===== src/rtl/packet_tx_scheduler.sv =====
// packet_tx_scheduler: descriptor FIFO that issues one packet at a time
// to the packet-buffer streamer and enforces the inter-frame gap.
module packet_tx_scheduler #(
   parameter int RAM_SIZE    = 2048,
   parameter int QUEUE_DEPTH = 4,
   parameter int IFG_CYCLES  = 48
) (
   input  logic                             clk,
   input  logic                             rst,
   input  logic                             enq,
   input  logic [$clog2(RAM_SIZE)-1:0]      enq_start,
   input  logic [$clog2(RAM_SIZE)-1:0]      enq_end,
   input  logic                             hold,
   input  logic                             stream_done,
   output logic                             stream_start,
   output logic [$clog2(RAM_SIZE)-1:0]      stream_read_start,
   output logic [$clog2(RAM_SIZE)-1:0]      stream_read_end,
   output logic                             full,
   output logic [$clog2(QUEUE_DEPTH+1)-1:0] count,
   output logic                             busy,
   output logic                             skip,
   output logic                             overflow
);

   localparam int AW = $clog2(RAM_SIZE);
   localparam int PW = $clog2(QUEUE_DEPTH);
   localparam int CW = $clog2(QUEUE_DEPTH + 1);
   localparam int GW = $clog2(IFG_CYCLES + 1);

   localparam logic [PW:0]   L_DEPTH    = (PW + 1)'(QUEUE_DEPTH);
   localparam logic [GW-1:0] L_GAP_LOAD = GW'(IFG_CYCLES - 1);

   typedef enum logic [1:0] {
      S_IDLE,
      S_ACTIVE,
      S_GAP
   } state_t;

   state_t r_state;
   state_t w_state_nxt;

   logic [AW-1:0] r_q_start [QUEUE_DEPTH];
   logic [AW-1:0] r_q_end   [QUEUE_DEPTH];

   logic [PW:0]   r_wptr;
   logic [PW:0]   r_rptr;
   logic [PW:0]   w_wptr_nxt;
   logic [PW:0]   w_rptr_nxt;
   logic [PW:0]   w_fill_nxt;

   logic [GW-1:0] r_gap;

   logic [AW-1:0] w_head_start;
   logic [AW-1:0] w_head_end;
   logic          w_head_zero;
   logic          w_can_pop;
   logic          w_push;
   logic          w_pop;
   logic          w_issue;
   logic          w_skip;
   logic          w_load_gap;

   // Queue head view and push/pop qualification
   always_comb begin
      w_head_start = r_q_start[r_rptr[PW-1:0]];
      w_head_end   = r_q_end[r_rptr[PW-1:0]];
      w_head_zero  = (w_head_start == w_head_end);
      w_push       = enq & ~full;
      w_can_pop    = (r_state == S_IDLE)
                   & (count != '0)
                   & ~hold;
   end

   // Next pointer values; full/count follow the pointers
   always_comb begin
      w_wptr_nxt = w_push ? r_wptr + 1'b1 : r_wptr;
      w_rptr_nxt = w_pop  ? r_rptr + 1'b1 : r_rptr;
      w_fill_nxt = w_wptr_nxt - w_rptr_nxt;
   end

   // Descriptor storage, written on accepted enq
   always_ff @(posedge clk) begin
      if (w_push) begin
         r_q_start[r_wptr[PW-1:0]] <= enq_start;
         r_q_end[r_wptr[PW-1:0]]   <= enq_end;
      end
   end

   // Queue pointers with registered full and count
   always_ff @(posedge clk) begin
      if (rst) begin
         r_wptr <= '0;
         r_rptr <= '0;
         full   <= 1'b0;
         count  <= '0;
      end else begin
         r_wptr <= w_wptr_nxt;
         r_rptr <= w_rptr_nxt;
         full   <= (w_fill_nxt == L_DEPTH);
         count  <= CW'(w_fill_nxt);
      end
   end

   // FSM state register
   always_ff @(posedge clk) begin
      if (rst) begin
         r_state <= S_IDLE;
      end else begin
         r_state <= w_state_nxt;
      end
   end

   // FSM next-state logic
   always_comb begin
      w_state_nxt = r_state;
      unique case (r_state)
         S_IDLE: begin
            if (w_can_pop && !w_head_zero) begin
               w_state_nxt = S_ACTIVE;
            end
         end
         S_ACTIVE: begin
            if (stream_done) begin
               w_state_nxt = S_GAP;
            end
         end
         S_GAP: begin
            if (r_gap == '0) begin
               w_state_nxt = S_IDLE;
            end
         end
         default: w_state_nxt = S_IDLE;
      endcase
   end

   // FSM outputs: pop, issue, discard and gap load strobes
   always_comb begin
      w_pop      = 1'b0;
      w_issue    = 1'b0;
      w_skip     = 1'b0;
      w_load_gap = 1'b0;
      unique case (r_state)
         S_IDLE: begin
            w_pop   = w_can_pop;
            w_issue = w_can_pop & ~w_head_zero;
            w_skip  = w_can_pop & w_head_zero;
         end
         S_ACTIVE: begin
            w_load_gap = stream_done;
         end
         S_GAP: begin
         end
         default: begin
         end
      endcase
   end

   // Inter-frame gap down-counter
   always_ff @(posedge clk) begin
      if (rst) begin
         r_gap <= '0;
      end else if (w_load_gap) begin
         r_gap <= L_GAP_LOAD;
      end else if (r_state == S_GAP && r_gap != '0) begin
         r_gap <= r_gap - 1'b1;
      end
   end

   // Registered streamer handshake, skip pulse and sticky overflow
   always_ff @(posedge clk) begin
      if (rst) begin
         stream_start      <= 1'b0;
         stream_read_start <= '0;
         stream_read_end   <= '0;
         skip              <= 1'b0;
         overflow          <= 1'b0;
      end else begin
         stream_start <= w_issue;
         skip         <= w_skip;
         if (w_issue) begin
            stream_read_start <= w_head_start;
            stream_read_end   <= w_head_end;
         end
         if (enq && full) begin
            overflow <= 1'b1;
         end
      end
   end

   assign busy = (r_state != S_IDLE);

endmodule

===== config.mk =====
export PLATFORM = sky130hd
export DESIGN_NAME = packet_tx_scheduler
export DESIGN_NICKNAME = d
export VERILOG_FILES = /design/src/rtl/packet_tx_scheduler.sv
export SDC_FILE = /design/constraint.sdc
export NUM_CORES = 1
export LEC_CHECK = 0
export BUFFER_PORTS_ARGS = -buffer_cell sky130_fd_sc_hd__buf_2
export CAP_MARGIN = 20
export CORE_UTILIZATION = 61
export DETAILED_ROUTE_END_ITERATION = 8
export PLACE_DENSITY = 0.82
export SLEW_MARGIN = 20
export SYNTH_ARGS = -nofsm -noshare
export SYNTH_HDL_FRONTEND = slang
export SYNTH_SLANG_ARGS = --single-unit
export TNS_END_PERCENT = 50

===== constraint.sdc =====
create_clock -name clk -period 6.6 [get_ports clk]
set_input_delay 0.99 -clock clk [delete_from_list [all_inputs] [get_ports clk]]
set_output_delay 0.99 -clock clk [all_outputs]
set_load 0.01 [all_outputs]

==> flow_summary.json <==
{
  "fp.dieH_um": 97.3,
  "skew_ps": 10.2,
  "dr.pass1.iters": 5,
  "first_global_vias": 3448,
  "end_kind": "flip-flop",
  "drtIter0Drc": 308,
  "cts_resized": 0,
  "synthArstFlopShare_pct": 0,
  "grt_max_degree": 47,
  "period_minus_slack_ps": 3830,
  "coreArea_sq_um": 8760,
  "post-cts-setup-buffer-count": 0,
  "gr-max-usage-layer": "met2",
  "clk_latency_ps": 530,
  "p_leak_nw": 2.23,
  "tightest_slew_ps": 1010,
  "vias": 3473,
  "drive_above_1_share_pct": 26.7,
  "row_count": 34,
  "cts_hold_buf": 0,
  "max_slew_margin_pct": 32.2,
  "clk_pin_slew_worst_paths_ps": 60,
  "use_met2_pct": 40.4,
  "crit_fanout": 24,
  "clock-sinks": 131,
  "grt_pass1_wl_um": 17700,
  "status": "completed",
  "die_w_um": 97.3,
  "drt-total-wl_um": 11100,
  "io_pins": 57,
  "tns_ps": 0,
  "dpl_cell_area_sq_um": 5870,
  "cp_num_buf_inv": 1,
  "portBuffers": 56,
  "hold_slack_ps": 469,
  "hp-class": "reg2reg",
  "r2r_slack_ps": 2770,
  "cts_htree_levels": 4,
  "critPathLaunchType": "flip-flop",
  "finalNetCount": 468,
  "critPathKind": "reg2reg",
  "synth_warnings": 0,
  "met3_usage_pct": 6.55,
  "synth_fp_nets": 414,
  "synthCells": 378,
  "synth_cell_types": 37,
  "final_hold_viol_count": 0,
  "synth_flop_cell": "edfxtp_1",
  "max_freq_ghz": 0.261,
  "root_buffer": "clkbuf_8",
  "cp_slowest_cell": "or2_1",
  "netlist_area_sq_um": 5540,
  "cts-buffers-inserted": 17,
  "drc": 0,
  "slowest_delay_ps": 840,
  "synth-edff-count": 88,
  "start_util_pct": 63.2,
  "crit_path_cell_trace": "buf_4 > mux4_2 > xnor2_1 > nand4_1 > or2_1 > o311ai_0",
  "drv_slew": 0,
  "critPathTopFamily": "simple AND/OR/NAND/NOR gates",
  "track_usage_pct": 24.9,
  "clockBufferDepth": 2,
  "dieArea_sq_um": 9470,
  "final-setup-viol-count": 0,
  "drtAntennaViolNets": 0,
  "period_share_pct": 58.0,
  "antenna_found_initial": 0,
  "final_cell_area_sq_um": 6430,
  "yosysSeqAreaShare_pct": 63.2,
  "place_congestion": 0.760,
  "avgViaCountPerCell": 6.28,
  "pwr_density_cell_nw_per_um2": 441,
  "avgSynthCellArea_sq_um": 14.7,
  "rsz0062_at_grt": "false",
  "yosys-top-cells-area": "edfxtp_1 48%, dfxtp_1 16%, mux4_2 8.9%",
  "gr-total-overflow": 0,
  "grt_use_met1_pct": 32.1,
  "synth_top_area_share_pct": 47.7,
  "area_growth_pct": 16.1,
  "worstPathArrival_ps": 4230,
  "synth_area_leader_cell": "edfxtp_1",
  "antennaDiodeCount": 0,
  "power_mw": 2.83,
  "synth_seq_cells": 131,
  "ir_drop_uv": 257,
  "cap_violations": 0,
  "required_ps": 7000,
  "wire_per_inst_um": 20.0,
  "hpwl_um": 6530,
  "cts_tree": "built"
}
[worst paths after layout]
kind | start | endpoint | depth (start not counted)
setup / recovery | r_rptr[0]$_SDFF_PP0_ | stream_read_end[6]$_SDFFE_PP0P_ | 6
hold / removal | overflow$_SDFFE_PP0P_ | overflow$_SDFFE_PP0P_ | 2
setup reg to reg | r_rptr[0]$_SDFF_PP0_ | stream_read_end[6]$_SDFFE_PP0P_ | 6
hold reg to reg | overflow$_SDFFE_PP0P_ | overflow$_SDFFE_PP0P_ | 2
[worst min-delay path, stage by stage (launching register included)]
cell and delay [ps]:
dfxtp_1 320, a21oi_1 40, nor2_1 70
[report_power, final]
| group | switching, mW | internal, mW |
|---|---|---|
| Combinational | 0.494 | 0.351 |
| Sequential | 0.0753 | 1.03 |
| Clock | 0.373 | 0.511 |
| Total | 0.943 | 1.89 |
[cells in the final DEF, fill, tap and decap left out, types with 2 or more instances in the layout]
cell type / count
ha_1: 8
buf_2: 56
a31oi_1: 22
clkinv_4: 2
nand2b_1: 22
nand4_1: 2
nor3_1: 2
inv_6: 5
nor2b_1: 26
o311ai_1: 19
clkbuf_16: 16
buf_4: 5
a21oi_1: 7
dfxtp_1: 43
inv_1: 9
nor2_1: 8
or3_1: 2
o211ai_1: 22
edfxtp_1: 88
o311ai_0: 4
xor2_1: 2
nor4_1: 3
xnor2_1: 18
nand2_1: 3
nor4b_1: 2
mux4_2: 22
o21ai_0: 2
nand3_1: 2
and2_2: 3
inv_8: 2
clkinvlp_4: 4
[Yosys cell counts, types with 3 or more instances]
master / number
dfxtp_1: 43
nor4_1: 3
nor2b_1: 26
mux4_2: 22
nor2_1: 9
edfxtp_1: 88
o211ai_1: 22
and2_1: 4
nand2_1: 3
ha_1: 8
xnor2_1: 18
nand2b_1: 22
clkbuf_1: 19
inv_1: 9
buf_6: 4
a31oi_1: 22
o311ai_0: 4
o311ai_1: 19
a21oi_1: 7
[flip-flops by register name, indices dropped and copies added (netlist names)]
register,count
count,3
full,1
overflow,1
r_gap,6
r_q_end,44
r_q_start,44
r_rptr,3
r_state,2
r_wptr,3
skip,1
stream_read_end,11
stream_read_start,11
stream_start,1
[final cells by class]
cell class	count	area [sq um]
inverter	9	33.8
timing repair buffer	61	318
clock buffer	18	418
tap	108	135
multi-input combinational	212	1880
clock inverter	14	144
sequential	131	3500
fill	563	2330
[stage by stage]
step | instances | util (%) | setup WS [ps]
after floorplan | 378 | - | 3530
after global placement | 521 | 66.9 | 2990
after detailed placement | 521 | 66.9 | 2860
after CTS | 553 | 73.4 | 2850
after global routing | 553 | 73.4 | 2440
final | 553 | 73.4 | 2770
[logic make-up (layout without fill, tap and decap cells)]
group / after synthesis / count (layout) / share of synthesized area, %
XOR/XNOR: 21 / 21 / 3.59
AO/OA/AOI/OAI: 79 / 79 / 10.4
multiplexers: 23 / 23 / 9.12
buffers and inverters: 35 / 102 / 2.98
adder cells (fa/ha/maj): 9 / 9 / 2.17
AND/OR/NAND/NOR: 80 / 80 / 8.51
flip-flops: 131 / 131 / 63.2
[metal layers]
| layer | part of all wire, % | vias to the layer above |
|---|---|---|
| li1 | - | 1591 |
| met1 | 43 | 1739 |
| met2 | 50 | 124 |
| met3 | 5.8 | 19 |
| met4 | 1.7 | 0 |
| met5 | 0 | - |
No activity file was read; power rests on OpenSTA's default activity.
